--- src/rtl/wdt_pkg.sv ---
// Shared types and elaboration-time parameter checks for multi_channel_watchdog.
package wdt_pkg;

    typedef enum logic [1:0] {
        IDLE,
        RUN,
        WARN,
        TRIP
    } wdt_state_e;

    function automatic bit wdt_params_ok(
        input int unsigned num_ch,
        input int unsigned cnt_w,
        input int unsigned min_c,
        input int unsigned warn_c,
        input int unsigned timeout_c,
        input int unsigned pulse
    );
        longint unsigned cnt_max;
        if (cnt_w == 0) return 1'b0;
        cnt_max = (cnt_w >= 63) ? '1 : ((64'd1 << cnt_w) - 64'd1);
        return (num_ch >= 1) && (num_ch <= 16) &&
               (min_c > 0) && (min_c < warn_c) && (warn_c < timeout_c) &&
               (longint'(timeout_c) <= cnt_max) && (pulse >= 1);
    endfunction

endpackage

--- src/rtl/multi_channel_watchdog_if.sv ---
// Heartbeat/control and status bundle between the supervised plane and the watchdog.
interface multi_channel_watchdog_if #(
    parameter int unsigned NUM_CH = 4
);
    logic [NUM_CH-1:0] enable;
    logic [NUM_CH-1:0] heartbeat;
    logic [NUM_CH-1:0] clear;
    logic [NUM_CH-1:0] warning;
    logic [NUM_CH-1:0] triggered;
    logic [NUM_CH-1:0] window_fault;
    logic              force_reset;

    modport master (
        output enable, heartbeat, clear,
        input  warning, triggered, window_fault, force_reset
    );

    modport slave (
        input  enable, heartbeat, clear,
        output warning, triggered, window_fault, force_reset
    );
endinterface

--- src/rtl/wdt_channel.sv ---
// One supervised channel: IDLE/RUN/WARN/TRIP FSM, kick counter and sticky flags.
// WDT_WINDOW_EN adds the early-heartbeat (window) check.
module wdt_channel
    import wdt_pkg::*;
#(
    parameter int unsigned CNT_W          = 32,
    parameter int unsigned WARN_CYCLES    = 48,
    parameter int unsigned TIMEOUT_CYCLES = 64
`ifdef WDT_WINDOW_EN
    ,
    parameter int unsigned MIN_CYCLES     = 4
`endif
) (
    input  logic clk,
    input  logic rst,
    input  logic enable,
    input  logic heartbeat,
    input  logic clear,
    output logic warning,
    output logic triggered,
    output logic window_fault,
    output logic trip_entry
);

    localparam logic [CNT_W-1:0] WARN_V    = CNT_W'(WARN_CYCLES);
    localparam logic [CNT_W-1:0] TIMEOUT_V = CNT_W'(TIMEOUT_CYCLES);

    wdt_state_e       state, state_n;
    logic [CNT_W-1:0] cnt, cnt_n;
    logic [CNT_W-1:0] cnt_inc;
    logic             early;

    assign cnt_inc = cnt + CNT_W'(1);

    always_ff @(posedge clk) begin
        if (rst) begin
            state <= IDLE;
            cnt   <= '0;
        end else begin
            state <= state_n;
            cnt   <= cnt_n;
        end
    end

    always_comb begin
        state_n = state;
        cnt_n   = cnt;
        early   = 1'b0;
        case (state)
            IDLE: begin
                cnt_n = '0;
                if (enable) state_n = RUN;
            end
            RUN, WARN: begin
                if (!enable) begin
                    state_n = IDLE;
                    cnt_n   = '0;
                end else if (heartbeat) begin
                    state_n = RUN;
                    cnt_n   = '0;
`ifdef WDT_WINDOW_EN
                    if (state == RUN && cnt < CNT_W'(MIN_CYCLES)) begin
                        state_n = TRIP;
                        early   = 1'b1;
                    end
`endif
                end else begin
                    cnt_n = cnt_inc;
                    if (cnt_inc == TIMEOUT_V)   state_n = TRIP;
                    else if (cnt_inc == WARN_V) state_n = WARN;
                end
            end
            TRIP: begin
                if (clear) begin
                    state_n = IDLE;
                    cnt_n   = '0;
                end
            end
            default: begin
                state_n = IDLE;
                cnt_n   = '0;
            end
        endcase
    end

    assign trip_entry = (state_n == TRIP) && (state != TRIP);
    assign warning    = (state == WARN);
    assign triggered  = (state == TRIP);

`ifdef WDT_WINDOW_EN
    logic wf;
    // A new early fault outranks a clear arriving on the same edge.
    always_ff @(posedge clk) begin
        if (rst)        wf <= 1'b0;
        else if (early) wf <= 1'b1;
        else if (clear) wf <= 1'b0;
    end
    assign window_fault = wf;
`else
    assign window_fault = 1'b0;
    logic unused_early;
    assign unused_early = early;
`endif

endmodule

--- src/rtl/multi_channel_watchdog.sv ---
// NUM_CH-channel heartbeat watchdog with one shared, retriggerable force_reset pulse.
// Define WDT_WINDOW_EN to trip channels on heartbeats earlier than MIN_CYCLES.
module multi_channel_watchdog
    import wdt_pkg::*;
#(
    parameter int unsigned NUM_CH         = 4,
    parameter int unsigned CNT_W          = 32,
    parameter int unsigned WARN_CYCLES    = 48,
    parameter int unsigned TIMEOUT_CYCLES = 64,
    parameter int unsigned RESET_PULSE    = 16,
    parameter int unsigned MIN_CYCLES     = 4
) (
    input  logic                     clk,
    input  logic                     rst,
    multi_channel_watchdog_if.slave  wd
);

    localparam int unsigned PW      = $clog2(RESET_PULSE + 1);
    localparam logic [PW-1:0] PULSE_V = PW'(RESET_PULSE);

    if (!wdt_params_ok(NUM_CH, CNT_W, MIN_CYCLES, WARN_CYCLES, TIMEOUT_CYCLES, RESET_PULSE)) begin : g_bad_params
        $error("multi_channel_watchdog: illegal parameter combination");
    end

    logic [NUM_CH-1:0] trip_vec;
    logic [PW-1:0]     pcnt;

    for (genvar g = 0; g < NUM_CH; g++) begin : g_ch
        wdt_channel #(
            .CNT_W          (CNT_W),
            .WARN_CYCLES    (WARN_CYCLES),
            .TIMEOUT_CYCLES (TIMEOUT_CYCLES)
`ifdef WDT_WINDOW_EN
            ,
            .MIN_CYCLES     (MIN_CYCLES)
`endif
        ) u_ch (
            .clk          (clk),
            .rst          (rst),
            .enable       (wd.enable[g]),
            .heartbeat    (wd.heartbeat[g]),
            .clear        (wd.clear[g]),
            .warning      (wd.warning[g]),
            .triggered    (wd.triggered[g]),
            .window_fault (wd.window_fault[g]),
            .trip_entry   (trip_vec[g])
        );
    end

    // Any trip entry, even mid-pulse, restarts the full pulse length.
    always_ff @(posedge clk) begin
        if (rst)              pcnt <= '0;
        else if (|trip_vec)   pcnt <= PULSE_V;
        else if (pcnt != '0)  pcnt <= pcnt - PW'(1);
    end

    assign wd.force_reset = (pcnt != '0);

endmodule

--- src/flat_wrapper.sv ---
// flat-port wrapper written by rule: the top's interface ports become plain ports
module multi_channel_watchdog_flat import wdt_pkg::*;
#(
    parameter int unsigned NUM_CH         = 4,
    parameter int unsigned CNT_W          = 32,
    parameter int unsigned WARN_CYCLES    = 48,
    parameter int unsigned TIMEOUT_CYCLES = 64,
    parameter int unsigned RESET_PULSE    = 16,
    parameter int unsigned MIN_CYCLES     = 4
)
  (clk, rst, wd_enable, wd_heartbeat, wd_clear, wd_warning, wd_triggered, wd_window_fault, wd_force_reset);
  multi_channel_watchdog_if #(.NUM_CH(NUM_CH)) wd_i ();
  input  logic clk;
  input  logic rst;
  input wire logic [$bits(wd_i.enable)-1:0] wd_enable;
  input wire logic [$bits(wd_i.heartbeat)-1:0] wd_heartbeat;
  input wire logic [$bits(wd_i.clear)-1:0] wd_clear;
  output wire logic [$bits(wd_i.warning)-1:0] wd_warning;
  output wire logic [$bits(wd_i.triggered)-1:0] wd_triggered;
  output wire logic [$bits(wd_i.window_fault)-1:0] wd_window_fault;
  output wire logic [$bits(wd_i.force_reset)-1:0] wd_force_reset;
  assign wd_i.enable = wd_enable;
  assign wd_i.heartbeat = wd_heartbeat;
  assign wd_i.clear = wd_clear;
  assign wd_warning = wd_i.warning;
  assign wd_triggered = wd_i.triggered;
  assign wd_window_fault = wd_i.window_fault;
  assign wd_force_reset = wd_i.force_reset;
  multi_channel_watchdog #(.NUM_CH(NUM_CH), .CNT_W(CNT_W), .WARN_CYCLES(WARN_CYCLES), .TIMEOUT_CYCLES(TIMEOUT_CYCLES), .RESET_PULSE(RESET_PULSE), .MIN_CYCLES(MIN_CYCLES)) u_core (.clk(clk), .rst(rst), .wd(wd_i));
endmodule
--- config.mk ---
export PLATFORM = sky130hd
export DESIGN_NAME = multi_channel_watchdog_flat
export DESIGN_NICKNAME = d
export VERILOG_FILES = /design/src/rtl/wdt_pkg.sv /design/src/rtl/multi_channel_watchdog_if.sv /design/src/rtl/wdt_channel.sv /design/src/rtl/multi_channel_watchdog.sv /design/src/flat_wrapper.sv
export SDC_FILE = /design/constraint.sdc
export NUM_CORES = 1
export LEC_CHECK = 0
export CAP_MARGIN = 0
export CORE_MARGIN = 2
export CORE_UTILIZATION = 50
export DETAILED_ROUTE_END_ITERATION = 6
export GPL_TIMING_DRIVEN = 0
export PLACE_DENSITY = 0.67
export RECOVER_POWER = 50
export SLEW_MARGIN = 15
export SYNTH_ARGS = -nofsm -noshare
export SYNTH_HDL_FRONTEND = slang
export SYNTH_HIERARCHICAL = 1
export SYNTH_SLANG_ARGS = --single-unit
--- constraint.sdc ---
create_clock -name clk -period 8 [get_ports clk]
set_clock_uncertainty 0.15 [all_clocks]
set_input_delay 1.2 -clock clk [delete_from_list [all_inputs] [get_ports clk]]
set_output_delay 1.2 -clock clk [all_outputs]
set_load 0.02 [all_outputs]
==> reports/metrics.yaml <==
outcome: "finished, final reports clean"
p_leak_nw: 4.08
synth_edf_count: 0
grt_pass1_wl_um: 48700
synth_simple_gate_area_share_pct: 37.4
vias_per_cell: 5.99
p_per_area_nw_per_um2: 155
ant_nets: 0
synth-seq-cells: 141
hold_violations: 0
cp-end-kind: "register"
post_synth_num_cell_types: 55
max_freq_mhz: 227
drive_gt1_share_pct: 7.43
cts_root_buffer: "clkbuf_16"
hpwl_um: 20800
cts_tree: "built"
period_share_pct: 55.1
min_period_ns: 4.41
die_area_sq_um: 21900
relSlewSlack_pct: 39.8
synth_compound_area_share_pct: 20.2
drtPass1Iterations: 5
seqCellArea_sq_um: 2820
crit_type: "reg -> reg"
initial_core_util_pct: 51.0
worstSetupStartpointType: "register"
synth.area.mux_share_pct: 1.06
cts_buffer_depth: 2
setup_viol: 0
drt-total-wl_um: 29800
grt_usage_pct: 27.1
cp_max_fo: 8
maxCapViolCount: 0
globalRoute.totalOverflow: 0
synthAdderAreaFrac_pct: 2.54
postSynthAreaPerCell_sq_um: 6.86
critPathRequiredTime_ns: 8.20
yosysTopAreaCell: "dfxtp_1"
tightestPinTransition_ns: 0.895
nFillCells: 2019
synth_top_family_by_area: "simple AND/OR/NAND/NOR gates"
grt_setup_unrepaired: "false"
grt_max_degree: 17
io_pins: 27
antennaDiodeCount: 0
synth_flop_cell: "dfxtp_1"
gp_congestion: 0.914
multi_input_comb_area_sq_um: 6880
wl_per_cell_um: 16.3
cts.sinks: 141
fin_setup_tns_ns: 0
antenna_found_initial: 0
worstSkewPairLatency_ns: 0.44
grt_pass1_vias: 9714
final_nets: 1584
die_h_um: 148
postCtsSetupBuffers: 0
critPathArrivalTime_ns: 4.61
synth.cell_area_sq_um: 10300
rows: 52
postCtsHoldBufs: 0
synth_top_area_share_pct: 27.3
cts_made_buffers: 17
port_buffers: 22
drt_iter0_drc: 1035
synth_fp_nets: 1543
post_cts_resized: 0
core-area_sq_um: 20300
vias: 11000
drv_slew: 0
synth_seq_area_share_pct: 27.3
min-delay-path-class: "reg -> reg"
areaGrowthSynthToFinish_pct: 11.9
die_x_um: 148
power_mw: 1.80
yosys_warnings: 6
clk_pin_slew_worst_paths_ns: 0.07
cts_htree_levels: 4
ir_drop_v: 0.000123
synth_xor_area_share_pct: 5.25
yosys-top-cells-area: "dfxtp_1, nor2_1, a21oi_1"
syn_inst: 1508
synthArstFlopShare_pct: 0
drc_errors: 0
## worst max-delay path, cell delays in order, from the launching register on
cell      delay (ns)
dfxtp_1         0.48
ha_1            0.29
nand3_1         0.24
nor4_1          0.84
nand3_1         0.31
xor2_1          0.24
nand4_1         0.12
or4_4           0.58
o21ai_1         0.22
a211oi_2        0.12
nor4_2          0.34
nand2b_1        0.18
a211oi_2        0.21
## layer usage
layer | wire length (um) | GRT usage, % | vias up
li1 | - | - | 5457
met1 | 14200 | 37.4 | 5141
met2 | 13500 | 43.6 | 333
met3 | 1830 | 4.54 | 36
met4 | 354 | 7.86 | 0
met5 | 0 | 0 | -
## state kept, by name (all words and copies together), names as in the netlist
| register | flops |
|---|---|
| u_core/pcnt | 5 |
| u_core/g_ch.u_ch/cnt | 128 |
| u_core/g_ch.u_ch/state | 8 |
## cells in the mapped netlist, drive strengths merged (5+ instances only)
| cell | instances |
|---|---|
| a211oi | 13 |
| a21oi | 145 |
| a22oi | 12 |
| a311oi | 8 |
| a31oi | 24 |
| and2 | 16 |
| and3 | 35 |
| buf | 46 |
| clkbuf | 82 |
| dfxtp | 141 |
| ha | 21 |
| inv | 23 |
| mux2i | 11 |
| nand2 | 180 |
| nand2b | 18 |
| nand3 | 72 |
| nand4 | 56 |
| nor2 | 204 |
| nor3 | 72 |
| nor3b | 15 |
| nor4 | 35 |
| nor4b | 8 |
| o21ai | 106 |
| o22ai | 8 |
| o31ai | 5 |
| or2 | 5 |
| or3 | 21 |
| or4 | 8 |
| xnor2 | 45 |
| xor2 | 17 |
## cells by family after synthesis
kind of cell	count (synthesis)
other	4
AOI/OAI and AO/OA	357
muxes	11
xor gates and xnor gates	62
DFF	141
and+or+nand+nor	761
buffers and inverters	151
adders and majority gates	21
## final cells by class
type / instances / area share (%)
inverters: 23 / 0.746
flip-flops and latches: 141 / 24.4
repair buffers: 22 / 1.90
multi-input cells: 1216 / 59.4
clock buffers: 18 / 3.79
plain buffers: 128 / 4.76
well taps: 270 / 2.92
clock inverters: 14 / 2.06
## cell usage in the layout, fill, tap and decap left out, types with 17 or more instances in the layout
master,synthesis,final
clkbuf_16,0,17
xor2_1,17,17
buf_2,32,32
a21oi_1,145,145
nand4_1,52,53
dfxtp_1,141,141
inv_1,22,22
and3_1,35,35
nor3_1,72,72
nand3_1,68,68
ha_1,21,21
clkbuf_1,82,82
xnor2_1,45,45
nor2_1,204,204
a31oi_1,24,24
nor4_1,30,30
or3_1,21,21
nand2b_1,18,18
o21ai_0,102,102
nand2_1,180,180
## through the flow
step                util, %  instances  area [sq um]  hold slack (ns)  worst slack (ns)
finish                 57.0       1832         11600            0.352              3.59
global placement       53.7       1800         10900            0.335              3.75
floorplan                 -       1508         10300            0.316              4.53
CTS                    57.1       1832         11600            0.356              3.64
detailed placement     53.7       1800         10900            0.348              3.74
global route           57.0       1832         11600            0.385              3.35
## path summary, 6_finish.rpt
kind,startpoint,end,slack (ns),cells after the start
worst max-delay path,u_core/g_ch[1].u_ch/cnt[0]$_SDFFE_PP0P_,u_core/pcnt[1]$_SDFFE_PP0P_,3.59,12
worst min-delay path,u_core/g_ch[1].u_ch/cnt[31]$_SDFFE_PP0P_,u_core/g_ch[1].u_ch/cnt[31]$_SDFFE_PP0P_,0.35,2
worst max register to register,u_core/g_ch[1].u_ch/cnt[0]$_SDFFE_PP0P_,u_core/pcnt[1]$_SDFFE_PP0P_,3.59,12
worst min register to register,u_core/g_ch[1].u_ch/cnt[31]$_SDFFE_PP0P_,u_core/g_ch[1].u_ch/cnt[31]$_SDFFE_PP0P_,0.35,2
## power by group
group | switching [mW] | internal, mW
clock | 0.320 | 0.594
sequential | 0.0102 | 0.713
combinational | 0.0996 | 0.0612
Note: power is estimated with default switching activity, not from simulation.
